--- src/rtl/noc_pkg.sv ---
// Shared NoC definitions: port indices, select encoding and allocator state type.
package noc_pkg;

  localparam int NUM_PORTS = 5;
  localparam int P_NORTH   = 4;
  localparam int P_EAST    = 3;
  localparam int P_WEST    = 2;
  localparam int P_SOUTH   = 1;
  localparam int P_LOCAL   = 0;

  localparam logic [2:0] SEL_NONE = 3'b111;

  typedef enum logic {
    ALLOC_IDLE,
    ALLOC_LOCKED
  } alloc_state_t;

  // Port index successor, wrapping 4 -> 0.
  function automatic logic [2:0] next_port(input logic [2:0] idx);
    return (idx >= 3'd4) ? 3'd0 : idx + 3'd1;
  endfunction

  // Bit select with a 3-bit index; indices 5..7 read as zero.
  function automatic logic port_bit(input logic [4:0] vec, input logic [2:0] idx);
    logic [7:0] ext;
    ext = {3'b000, vec};
    return ext[idx];
  endfunction

endpackage

--- src/rtl/rr_arbiter_5.sv ---
// Five-way round-robin pick: first set request at or after the pointer, wrapping.
module rr_arbiter_5
  import noc_pkg::*;
(
  input  logic [4:0] req,
  input  logic [2:0] ptr,
  output logic [2:0] winner,
  output logic       any_grant
);

  logic [2:0] idx;

  // NOTE: every combinational output gets a default before the scan so no latch is inferred.
  always_comb begin
    winner    = '0;
    any_grant = 1'b0;
    idx       = ptr;
    for (int k = 0; k < NUM_PORTS; k++) begin
      if (!any_grant && port_bit(req, idx)) begin
        winner    = idx;
        any_grant = 1'b1;
      end
      idx = next_port(idx);
    end
  end

endmodule

--- src/rtl/switch_allocator.sv ---
// Per-output round-robin switch allocator with wormhole locking, credit gating and a lock watchdog.
module switch_allocator
  import noc_pkg::*;
#(
  parameter int CREDIT_W = 3,
  parameter int TIMEOUT  = 16,
  parameter int TO_W     = $clog2(TIMEOUT + 1)
) (
  input  logic                      clk,
  input  logic                      rst,
  input  logic [24:0]               req_i,
  input  logic [4:0]                head_i,
  input  logic [4:0]                tail_i,
  input  logic [5*CREDIT_W-1:0]     credit_all_i,
  output logic [14:0]               sel_o,
  output logic [4:0]                send_o,
  output logic [4:0]                credit_dec_o,
  output logic [4:0]                locked_o,
  output logic [4:0]                timeout_o,
  output logic                      error_o
);

  alloc_state_t    state_q [NUM_PORTS];
  alloc_state_t    state_d [NUM_PORTS];
  logic [2:0]      owner_q [NUM_PORTS];
  logic [2:0]      owner_d [NUM_PORTS];
  logic [2:0]      rr_ptr_q[NUM_PORTS];
  logic [2:0]      rr_ptr_d[NUM_PORTS];
  logic [TO_W-1:0] wd_q    [NUM_PORTS];
  logic [TO_W-1:0] wd_d    [NUM_PORTS];
  logic [4:0]      timeout_q, timeout_d;
  logic            error_q;

  logic [4:0]      valid, multi_hot;
  logic [4:0]      req_p   [NUM_PORTS];
  logic [4:0]      cand    [NUM_PORTS];
  logic [2:0]      win     [NUM_PORTS];
  logic [4:0]      any_win;
  logic [2:0]      sel     [NUM_PORTS];
  logic [4:0]      send_vec, dec_vec;
  logic            proto_err;
  logic            credit_ok;
  logic [2:0]      own;

  // Transpose input requests into per-output request vectors, dropping multi-hot inputs.
  always_comb begin
    valid     = '0;
    multi_hot = '0;
    for (int i = 0; i < NUM_PORTS; i++) begin
      valid[i]     = $onehot(req_i[5*i +: 5]);
      multi_hot[i] = (|req_i[5*i +: 5]) && !valid[i];
    end
    for (int p = 0; p < NUM_PORTS; p++) begin
      for (int i = 0; i < NUM_PORTS; i++) begin
        req_p[p][i] = valid[i] && req_i[5*i + p];
      end
    end
  end

  for (genvar p = 0; p < NUM_PORTS; p++) begin : g_arb
    assign cand[p] = req_p[p] & head_i;
    rr_arbiter_5 u_arb (
      .req       (cand[p]),
      .ptr       (rr_ptr_q[p]),
      .winner    (win[p]),
      .any_grant (any_win[p])
    );
  end

  always_comb begin
    send_vec  = '0;
    dec_vec   = '0;
    proto_err = 1'b0;
    timeout_d = '0;
    credit_ok = 1'b0;
    own       = '0;
    for (int p = 0; p < NUM_PORTS; p++) begin
      state_d[p]  = state_q[p];
      owner_d[p]  = owner_q[p];
      rr_ptr_d[p] = rr_ptr_q[p];
      wd_d[p]     = wd_q[p];
      sel[p]      = SEL_NONE;
      credit_ok   = |credit_all_i[CREDIT_W*p +: CREDIT_W];
      own         = owner_q[p];
      case (state_q[p])
        ALLOC_IDLE: begin
          if (|(req_p[p] & ~head_i)) proto_err = 1'b1;
          if (any_win[p] && credit_ok) begin
            sel[p]      = win[p];
            send_vec    = send_vec | (5'b00001 << win[p]);
            dec_vec[p]  = 1'b1;
            rr_ptr_d[p] = next_port(win[p]);
            if (!port_bit(tail_i, win[p])) begin
              state_d[p] = ALLOC_LOCKED;
              owner_d[p] = win[p];
              wd_d[p]    = '0;
            end
          end
        end
        ALLOC_LOCKED: begin
          if (port_bit(req_p[p], own) && credit_ok) begin
            sel[p]     = own;
            send_vec   = send_vec | (5'b00001 << own);
            dec_vec[p] = 1'b1;
            wd_d[p]    = '0;
            if (port_bit(head_i, own)) proto_err = 1'b1;
            if (port_bit(tail_i, own)) state_d[p] = ALLOC_IDLE;
          end else if (wd_q[p] == TO_W'(TIMEOUT - 1)) begin
            // Owner went silent too long: drop the lock so waiting heads can proceed.
            state_d[p]   = ALLOC_IDLE;
            wd_d[p]      = '0;
            timeout_d[p] = 1'b1;
          end else begin
            wd_d[p] = wd_q[p] + TO_W'(1);
          end
        end
        default: state_d[p] = ALLOC_IDLE;
      endcase
    end
  end

  // Grant-side outputs are combinational, so they are forced quiet while reset is held.
  always_comb begin
    for (int p = 0; p < NUM_PORTS; p++) begin
      sel_o[3*p +: 3] = rst ? SEL_NONE : sel[p];
      locked_o[p]     = (state_q[p] == ALLOC_LOCKED);
    end
  end

  assign send_o       = rst ? 5'b0 : send_vec;
  assign credit_dec_o = rst ? 5'b0 : dec_vec;
  assign timeout_o    = timeout_q;
  assign error_o      = error_q;

  // NOTE: state is updated with non-blocking assignments so every register samples pre-edge values.
  // NOTE: the per-output arrays are control state, not storage, so each entry is reset.
  always_ff @(posedge clk or posedge rst) begin
    if (rst) begin
      for (int p = 0; p < NUM_PORTS; p++) begin
        state_q[p]  <= ALLOC_IDLE;
        owner_q[p]  <= '0;
        rr_ptr_q[p] <= '0;
        wd_q[p]     <= '0;
      end
      timeout_q <= '0;
      error_q   <= 1'b0;
    end else begin
      for (int p = 0; p < NUM_PORTS; p++) begin
        state_q[p]  <= state_d[p];
        owner_q[p]  <= owner_d[p];
        rr_ptr_q[p] <= rr_ptr_d[p];
        wd_q[p]     <= wd_d[p];
      end
      timeout_q <= timeout_d;
      error_q   <= error_q | (|multi_hot) | proto_err;
    end
  end

endmodule

--- config.mk ---
export PLATFORM = sky130hd
export DESIGN_NAME = switch_allocator
export DESIGN_NICKNAME = d
export VERILOG_FILES = /design/src/rtl/noc_pkg.sv /design/src/rtl/rr_arbiter_5.sv /design/src/rtl/switch_allocator.sv
export SDC_FILE = /design/constraint.sdc
export NUM_CORES = 1
export LEC_CHECK = 0
export ABC_AREA = 1
export BUFFER_PORTS_ARGS = -buffer_cell sky130_fd_sc_hd__buf_2
export CAP_MARGIN = 0
export CORE_AREA = 2 2 161 132
export DETAILED_ROUTE_END_ITERATION = 12
export DIE_AREA = 0 0 163 134
export PLACE_DENSITY = 0.64
export SYNTH_ARGS = -nofsm -noshare
export SYNTH_HDL_FRONTEND = slang
export SYNTH_SLANG_ARGS = --single-unit
--- constraint.sdc ---
create_clock -name clk -period 4.1 [get_ports clk]
set_input_delay 0.41 -clock clk [delete_from_list [all_inputs] [get_ports clk]]
set_output_delay 0.41 -clock clk [all_outputs]
set_load 0.01 [all_outputs]
Word level (Yosys, flattened, before mapping)
Index checks and enable logic that the tools add are counted.
- $add $sub $neg: 50
- $lt $le $gt $ge: 60
- equal/unequal tests: 20
- shift-type cells: 10
- multiplexer cells: 307
- bitwise logic cells: 31
- reductions and logical operators: 116
- operators with widths (operator ; number):
    $mux W3 ; 65
    $mux W5 ; 32
    $lt A3 B4 Y1 const B ; 35
    $bmux W1 S3 ; 45
    $mux W1 ; 135
    $pmux W5 S2 ; 10
    $add A3 B1 Y3 const B ; 25
    $ge A3 B3 Y1 const B ; 25
    $logic_and A1 B1 Y1 ; 60
    $reduce_or A5 Y1 ; 11
    $and A5 B5 Y5 ; 10
    $shl A1 B3 Y5 const A ; 10
    $or A5 B5 Y5 ; 8
    $pmux W1 S2 ; 15
    $pmux W3 S2 ; 5
    $add A5 B1 Y5 const B ; 5
    $eq A5 B4 Y1 const B ; 5
    $logic_not A1 Y1 ; 25
    $add A1 B1 Y2 ; 10
    $ne A2 B2 Y1 const B ; 10
    $reduce_and A2 Y1 ; 10
    $add A2 B2 Y3 ; 5
    $add A3 B1 Y3 ; 5
    $eq A3 B1 Y1 const B ; 5
    5 further kinds ; 23
- bits in registers: 66
- input port bits: 52
- output and inout bits: 36

Depth between registers and ports, before layout
Gate-level depths: netlist (run 1).
- depth in word-level cells: 37
- gate-level depth with buffers: 29
- depth with buffers taken out: 29

By module
Synthesis (run 1) repeated with hierarchy kept, for this count alone.
- cell total of the unflattened synthesis: 1504
- area total of the unflattened synthesis: 9105.0 um2
- modules (own cells, without submodules) (module ; instances ; cells an instance ; area an instance (um2) ; seq. area each (um2)):
    switch_allocator ; 1 ; 939 ; 6158.4 ; 1651.6
    rr_arbiter_5 ; 5 ; 113 ; 589.3 ; 0.0

Worst setup path after synthesis (run 1)
OpenSTA, ideal clock, no wires.
- path type: in2out
- from: in req_i[10]
- to: out send_o[2]
- data arrival time: 3.742 ns
- required time: 3.690 ns
- setup slack: -0.052 ns
- cell stages on the path: 25
- cells stage by stage: inv_1 > fa_1 > fa_1 > inv_1 > ha_1 > nor3_4 > nand2_2 > nor2_1 > nand2_1 > nand3_1 > nand2_1 > nand2_1 > nand2_1 > nand3_1 > nor2_1 > nor2_2 > nand3_2 > inv_1 > ha_1 > nor2_1 > a211oi_1 > nand2_1 > nand3_1 > nor2_1 > nor2_1
- RTL lines (item ; line ; text):
    from (decl) ; switch_allocator.sv:11 ; input logic [24:0] req_i,
    $add A1 B1 Y2 (*) ; switch_allocator.sv:50 ; valid[i] = $onehot(req_i[5*i +: 5]);
    $add A2 B2 Y3 (*) ; switch_allocator.sv:50 ;
    $add A3 B1 Y3 (*) ; switch_allocator.sv:50 ;
    $eq A3 B1 Y1 (*) ; switch_allocator.sv:50 ;
    $logic_and A1 B1 Y1 (*) ; switch_allocator.sv:55 ; req_p[p][i] = valid[i] && req_i[5*i + p];
    $and A5 B5 Y5 (*) ; switch_allocator.sv:61 ; assign cand[p] = req_p[p] & head_i;
    $bmux W1 S3 ; noc_pkg.sv:27 ; return ext[idx];
    $mux W1 (implied by the code) ; noc_pkg.sv:27 ;
    [... 11 more ...] ; -- ;
    $logic_and A1 B1 Y1 ; rr_arbiter_5.sv:19 ; if (!any_grant && port_bit(req, idx)) begin
    $mux W3 (*) ; rr_arbiter_5.sv:19 ;
    via g_arb[4].u_arb.winner[0] ; rr_arbiter_5.sv:7 ; output logic [2:0] winner,
    $shl A1 B3 Y5 (*) ; switch_allocator.sv:90 ; send_vec = send_vec | (5'b00001 << win[p]);
    $or A5 B5 Y5 (*) ; switch_allocator.sv:90 ;
    $mux W5 (*) ; switch_allocator.sv:88 ; if (any_win[p] && credit_ok) begin
    $pmux W5 S2 (*) ; switch_allocator.sv:85 ; case (state_q[p])
    $mux W5 (*) ; switch_allocator.sv:130 ; assign send_o = rst ? 5'b0 : send_vec;
    to (decl) ; switch_allocator.sv:16 ; output logic [4:0] send_o,
Mark *: on every way through the listed nets, which the timed path passes. The rest lies on a longest branch. The select of a mux whose other input is x is not followed.

Final worst setup path (run 1)
- from: in req_i[15]
- to: out send_o[2]
The elaborated chain is that of the path after synthesis.

==> flow_summary.json, run 1 <==
{
  "synth-edff-count": 0,
  "fin_ws_ns": -0.474,
  "yosys-top-cells-area": "dfrtp_1 (18%), nand2_1 (18%), nand3_1 (9.6%)",
  "root_buffer": "clkbuf_16",
  "critical_path.endpoint_type": "output pin",
  "grt_pass1_vias": 10800,
  "area_growth_pct": 61.2,
  "tightest_slew_ns": 0.688,
  "cts_hold_buf": 0,
  "critPathLaunchType": "input port",
  "yosysMostFrequentCell": "nand2_1",
  "setup_viol": 23,
  "globalRouteOverflowTotal": 0,
  "synth_top_area_share_pct": 18.5,
  "fmax_mhz": 219,
  "criticalPathCategory": "input port to output pin",
  "wirelength_mm": 38.8,
  "synth_commonest_cells": "nand2_1 (420), inv_1 (197), nand3_1 (172)",
  "cts_tree": "built",
  "multi_input_area_sq_mm": 0.00786,
  "drt-initial-drc-count": 1295,
  "num_io_pins": 88,
  "clk_path_buf_depth": 2,
  "fp.coreArea_sq_mm": 0.0203,
  "rows": 47,
  "clkSinkCount": 66,
  "grt_max_degree": 51,
  "dr_total_vias": 12300,
  "slew_headroom_pct": 53.9,
  "yosysSeqAreaShare_pct": 18.5,
  "layout-drive-gt1-share_pct": 44.9,
  "synthFlopType": "dfrtp_1",
  "synthArstFlopShare_pct": 100,
  "post_drt_wl_per_cell_um": 17.9,
  "synth_warnings": 0,
  "syn_area_sq_mm": 0.00893,
  "fin_crit_ns": 4.57,
  "nets": 2019,
  "synth_seq_cells": 66,
  "syn-instance-count": 1470,
  "drc": 0,
  "fillers": 1560,
  "clk_latency_ns": 0.35,
  "initial_core_util_pct": 44.0,
  "synth_top_cell_by_area": "dfrtp_1",
  "dieHeight_um": 134,
  "required_ns": 3.69,
  "seq_area_sq_mm": 0.00165,
  "dp_hpwl_mm": 26.9,
  "grt_pass1_wl_mm": 56.2,
  "place.gp.congestion": 1.01,
  "timing.final.hold_violations": 0,
  "hold_class": "input port to async pin",
  "htreeDepth": 3,
  "skew_ns": 0.00799,
  "antenna_found_initial": 0,
  "vias_per_cell": 5.66,
  "diodes": 0,
  "netlist-cell-type-count": 54,
  "path_max_fanout": 4,
  "antenna_left": 0,
  "violations": "negative setup slack",
  "syn_area_per_cell_sq_um": 6.08,
  "fp.dieArea_sq_mm": 0.0218,
  "place.port_buffers": 87,
  "path_clk_slew_ns": 0.06,
  "holdWs_ns": 0.311,
  "die_w_um": 163,
  "slew_viol_final": 0,
  "grt_usage_pct": 32.5,
  "maxCapViolCount": 0,
  "cts_buffers": 9,
  "arrival_ns": 4.16,
  "status": "complete, but fails checks",
  "rsz0062_at_grt": "yes",
  "syn_nets": 1593,
  "drtPass1Iterations": 7,
  "min_period_over_period_pct": 112
}
final cells by class:
type,instances,area share [%]
repair buffers,433,23.0
clock inverters,7,0.574
flip-flops and latches,66,11.5
inverters,229,6.43
multi-input cells,1157,54.6
clock buffers,9,1.56
well taps,269,2.34
registers in the layout, summed over array words and instances (netlist names):
register   count
wd_q          25
rr_ptr_q      15
owner_q       12
locked_o       5
timeout_o      5
own            3
error_o        1
per-stage QoR:
stage / util, % / cell area (sq um) / setup TNS (ns) / setup slack, ns / cells
3_3_place_gp: 56.8 / 11500 / -10.36 / -0.688 / 2058
6_report: 70.9 / 14400 / -4.46 / -0.474 / 2170
4_1_cts: 64.8 / 13200 / -2.67 / -0.344 / 2132
3_5_place_dp: 56.8 / 11500 / -11.16 / -0.667 / 2058
2_1_floorplan: - / 8930 / 0 / 0.0103 / 1470
5_1_grt: 70.9 / 14400 / -8.89 / -0.684 / 2170
logic make-up after synthesis:
group                    Yosys count  share of synthesized area, %
buffers and inverters            247                          10.5
AND/OR/NAND/NOR                  889                          46.3
flip-flops                        66                          18.5
XOR/XNOR                           7                         0.686
AO/OA/AOI/OAI                    190                          13.3
adder cells (fa/ha/maj)           71                          10.8
final timing paths:
| kind | from | endpoint | slack [ns] | cells after the start |
|---|---|---|---|---|
| max | req_i[15] | send_o[2] | -0.47 | 28 |
| min | rst | owner_q[6] | 0.31 | 2 |
| max reg2reg | rr_ptr_q[3] | owner_q[3] | 0.22 | 27 |
| min reg2reg | owner_q[8] | owner_q[8] | 0.48 | 2 |
| max in group asynchronous | rst | owner_q[10] | 3.10 | 3 |
| min in group clk | owner_q[8] | owner_q[8] | 0.48 | 2 |
what timing repair did:
| action | 4_1_cts | 5_1_grt |
|---|---|---|
| gates resized for setup | 267 | 231 |
| setup endpoints to repair | 25 | 26 |
| pin swaps | 100 | 141 |
| buffers inserted | 59 | 42 |
layer usage:
metal  routed length [um]  GRT usage (%)  part of all wire, %  up-vias
li1                     -              -                    -     5727
met1                16400           47.1                   42     5722
met2                17000           48.6                   44      710
met3                 3930           5.53                   10      125
met4                 1540           10.7                  4.0        2
met5                   23           1.36                0.059        -
cell usage in the layout, fill, tap and decap left out, types with 40 or more instances in the layout:
master	instances
inv_1	140
nor2_1	95
nand3_2	43
nand2_1	339
inv_2	61
o21ai_0	40
buf_2	72
buf_6	56
dfrtp_1	66
nand2_2	86
nand3_1	129
nand4_1	51
buf_4	301
worst max-delay path, cell delays in order:
cell	delay, ns
buf_2	0.12
inv_2	0.05
fa_1	0.47
fa_2	0.38
inv_2	0.08
ha_4	0.21
nor3_4	0.22
buf_6	0.15
nand3_4	0.09
inv_4	0.12
a21oi_1	0.08
o21ai_1	0.11
nand2_1	0.12
nand2_1	0.08
nand2_1	0.11
nor2_4	0.19
nand2_2	0.08
nand3_2	0.09
inv_2	0.05
buf_4	0.12
ha_2	0.17
nor2_2	0.11
a211oi_2	0.04
nand2_1	0.10
nand3_2	0.08
nor2_2	0.11
nor2_1	0.05
buf_2	0.15
Power of run 1 is left out: the tool's default activity adds up to more than one toggle a clock period on the data nets, which glitch-free logic cannot reach.
==> run 2: changes to the inputs <==
--- a/config.mk
+++ b/config.mk
@@ -8,10 +8,12 @@
 export ABC_AREA = 1
 export BUFFER_PORTS_ARGS = -buffer_cell sky130_fd_sc_hd__buf_2
 export CAP_MARGIN = 0
-export CORE_AREA = 2 2 161 132
+export CORE_AREA = 2 2 153 125
 export DETAILED_ROUTE_END_ITERATION = 12
-export DIE_AREA = 0 0 163 134
-export PLACE_DENSITY = 0.64
+export DIE_AREA = 0 0 155 127
+export GPL_TIMING_DRIVEN = 0
+export PLACE_DENSITY = 0.7
+export REMOVE_ABC_BUFFERS = 1
 export SYNTH_ARGS = -nofsm -noshare
 export SYNTH_HDL_FRONTEND = slang
 export SYNTH_SLANG_ARGS = --single-unit
==> run 2 against run 1 <==
  * The run still ends with negative setup slack left
  * Setup slack got worse by 0.082 ns
  * Register-to-register slack got worse by 0.02 ns
  * Routed wire length rose by 0.72%
  * Final cell count fell by 9.0%
  * Highest routed layer is now met4
  * Global-route usage rose by 1.8 points
  * First-iteration DRC count rose by 14%
==> flow_summary.json, run 2 (synthesis results as in run 1) <==
{
  "wl_met3_mm": 4.53,
  "antenna_left": 0,
  "maxCapViolCount": 0,
  "fmax_mhz": 215,
  "clk_latency_ns": 0.36,
  "rows": 44,
  "slew_viol_final": 0,
  "grt_pass1_vias": 10700,
  "layout_commonest_cell": "nand2_1",
  "grt_max_degree": 57,
  "largest_register_ffs": 25,
  "worst-r2r-cell-count": 26,
  "regMostFlops": "wd_q",
  "die_w_um": 155,
  "htreeDepth": 3,
  "post_drt_wl_per_cell_um": 19.8,
  "dp_worst_setup_slack_ns": -1.11,
  "clkSinkCount": 66,
  "slew_headroom_pct": 51.9,
  "fin_setup_tns_ns": -4.80,
  "vias_per_cell": 6.24,
  "antenna_found_initial": 0,
  "drc": 0,
  "fp.coreArea_sq_mm": 0.0180,
  "critical_path.endpoint_type": "output pin",
  "fin_ws_ns": -0.555,
  "holdWs_ns": 0.284,
  "violations": "negative setup slack",
  "dieHeight_um": 127,
  "grt_pass1_wl_mm": 54.0,
  "r2r-start": "rr_ptr_q[0]",
  "drt-initial-drc-count": 1477,
  "layout_common_cells": "nand2_1 (340), buf_4 (155), inv_1 (138)",
  "globalRouteOverflowTotal": 0,
  "rsz0062_at_grt": "yes",
  "regToRegSetupSlack_ns": 0.20,
  "reg2reg_to": "wd_q[3]",
  "grt_usage_pct": 34.3,
  "wl_met1_mm": 14.7,
  "fin_crit_ns": 4.66,
  "top_layer_used": "met4",
  "area_growth_pct": 50.3,
  "criticalPathCategory": "input port to output pin",
  "timing.final.hold_violations": 0,
  "dp_hpwl_mm": 23.2,
  "hold_class": "input port to async pin",
  "place.gp.congestion": 0.943,
  "drtPass1Iterations": 8,
  "cts_tree": "built",
  "wirelength_mm": 39.1,
  "min_period_over_period_pct": 114,
  "top_regs": "wd_q: 25 flops, rr_ptr_q: 15 flops, owner_q: 12 flops",
  "path_max_fanout": 4,
  "arrival_ns": 4.25,
  "nets": 1863,
  "setup_viol": 23,
  "required_ns": 3.69,
  "root_buffer": "clkbuf_16",
  "fp.dieArea_sq_mm": 0.0197,
  "cts_buffers": 9,
  "met2WireLength_mm": 17.6,
  "diodes": 0,
  "dr_total_vias": 12300,
  "initial_core_util_pct": 49.6,
  "place.port_buffers": 87,
  "critPathLaunchType": "input port",
  "skew_ns": 0.00465,
  "path_clk_slew_ns": 0.06,
  "post-route-util_pct": 74.6,
  "status": "complete, but fails checks",
  "clk_path_buf_depth": 2,
  "tightest_slew_ns": 0.718,
  "layout-drive-gt1-share_pct": 42.1,
  "num_io_pins": 88
}
run 2: cell types whose count changed in the layout (fill, tap and decap cells not counted), moves of 4 or more:
| cell | before | now |
|---|---|---|
| nor2_4 | 31 | 43 |
| buf_4 | 301 | 155 |
| o21ai_2 | 13 | 20 |
| o21ai_1 | 24 | 20 |
| buf_8 | 3 | 11 |
| nor2_1 | 95 | 84 |
| nand3_1 | 129 | 120 |
| buf_6 | 56 | 38 |
| nand3_2 | 43 | 50 |
| ha_1 | 32 | 28 |
run 2: how the worst max path moves through the flow:
stage	start	to	slack [ns]	cells after the start
final	req_i[13]	send_o[2]	-0.56	26
after global placement	req_i[15]	send_o[2]	-1.06	27
after detailed placement	req_i[11]	send_o[2]	-1.11	27
after global routing	req_i[21]	send_o[2]	-0.72	26
after CTS	req_i[21]	send_o[2]	-0.34	28
after floorplan	req_i[10]	send_o[2]	-0.05	25
run 2: critical path, stage by stage:
cell,delay (ns)
buf_8,0.08
inv_4,0.03
fa_1,0.50
fa_2,0.38
inv_2,0.09
ha_4,0.21
nor3_4,0.25
buf_6,0.16
buf_6,0.11
nand3_4,0.08
inv_4,0.10
nand2_1,0.07
o21ai_1,0.12
o21bai_1,0.12
o21ai_2,0.21
nand4_1,0.21
nand3_4,0.20
inv_4,0.07
ha_4,0.16
nand2_2,0.05
o21ai_1,0.08
nand3_1,0.13
nand3_2,0.09
nor2_2,0.10
nor2_2,0.06
buf_2,0.16
run 2: metrics by stage:
step,area (sq um),cells
detailed placement,9610,1770
floorplan,8850,1452
global placement,9580,1769
finish,13400,1975
CTS,11900,1910
global route,13400,1975
run 2: metal layers:
| metal | vias up | track usage, % |
|---|---|---|
| met3 | 255 | 6.58 |
| li1 | 5416 | - |
| met4 | 0 | 13.8 |
| met2 | 878 | 54.2 |
| met1 | 5780 | 46.3 |
| met5 | - | 0 |
run 2: area by class of cell:
type / instances / area (sq um)
clock inverter: 5 / 62.6
inverter: 229 / 940
tap: 230 / 288
multi-input combinational: 1157 / 8050
timing repair buffer: 277 / 2170
sequential: 66 / 1660
clock buffer: 11 / 253
fill: 1263 / 4580
run 2: repair_timing:
item,CTS,global route
endpoints found under the setup margin,25,33
gates resized for setup,300,261
hold endpoints to repair,0,0
pin swaps,124,155
hold buffers,0,0
buffers inserted,125,72
Power of run 2 is left out for the same reason.
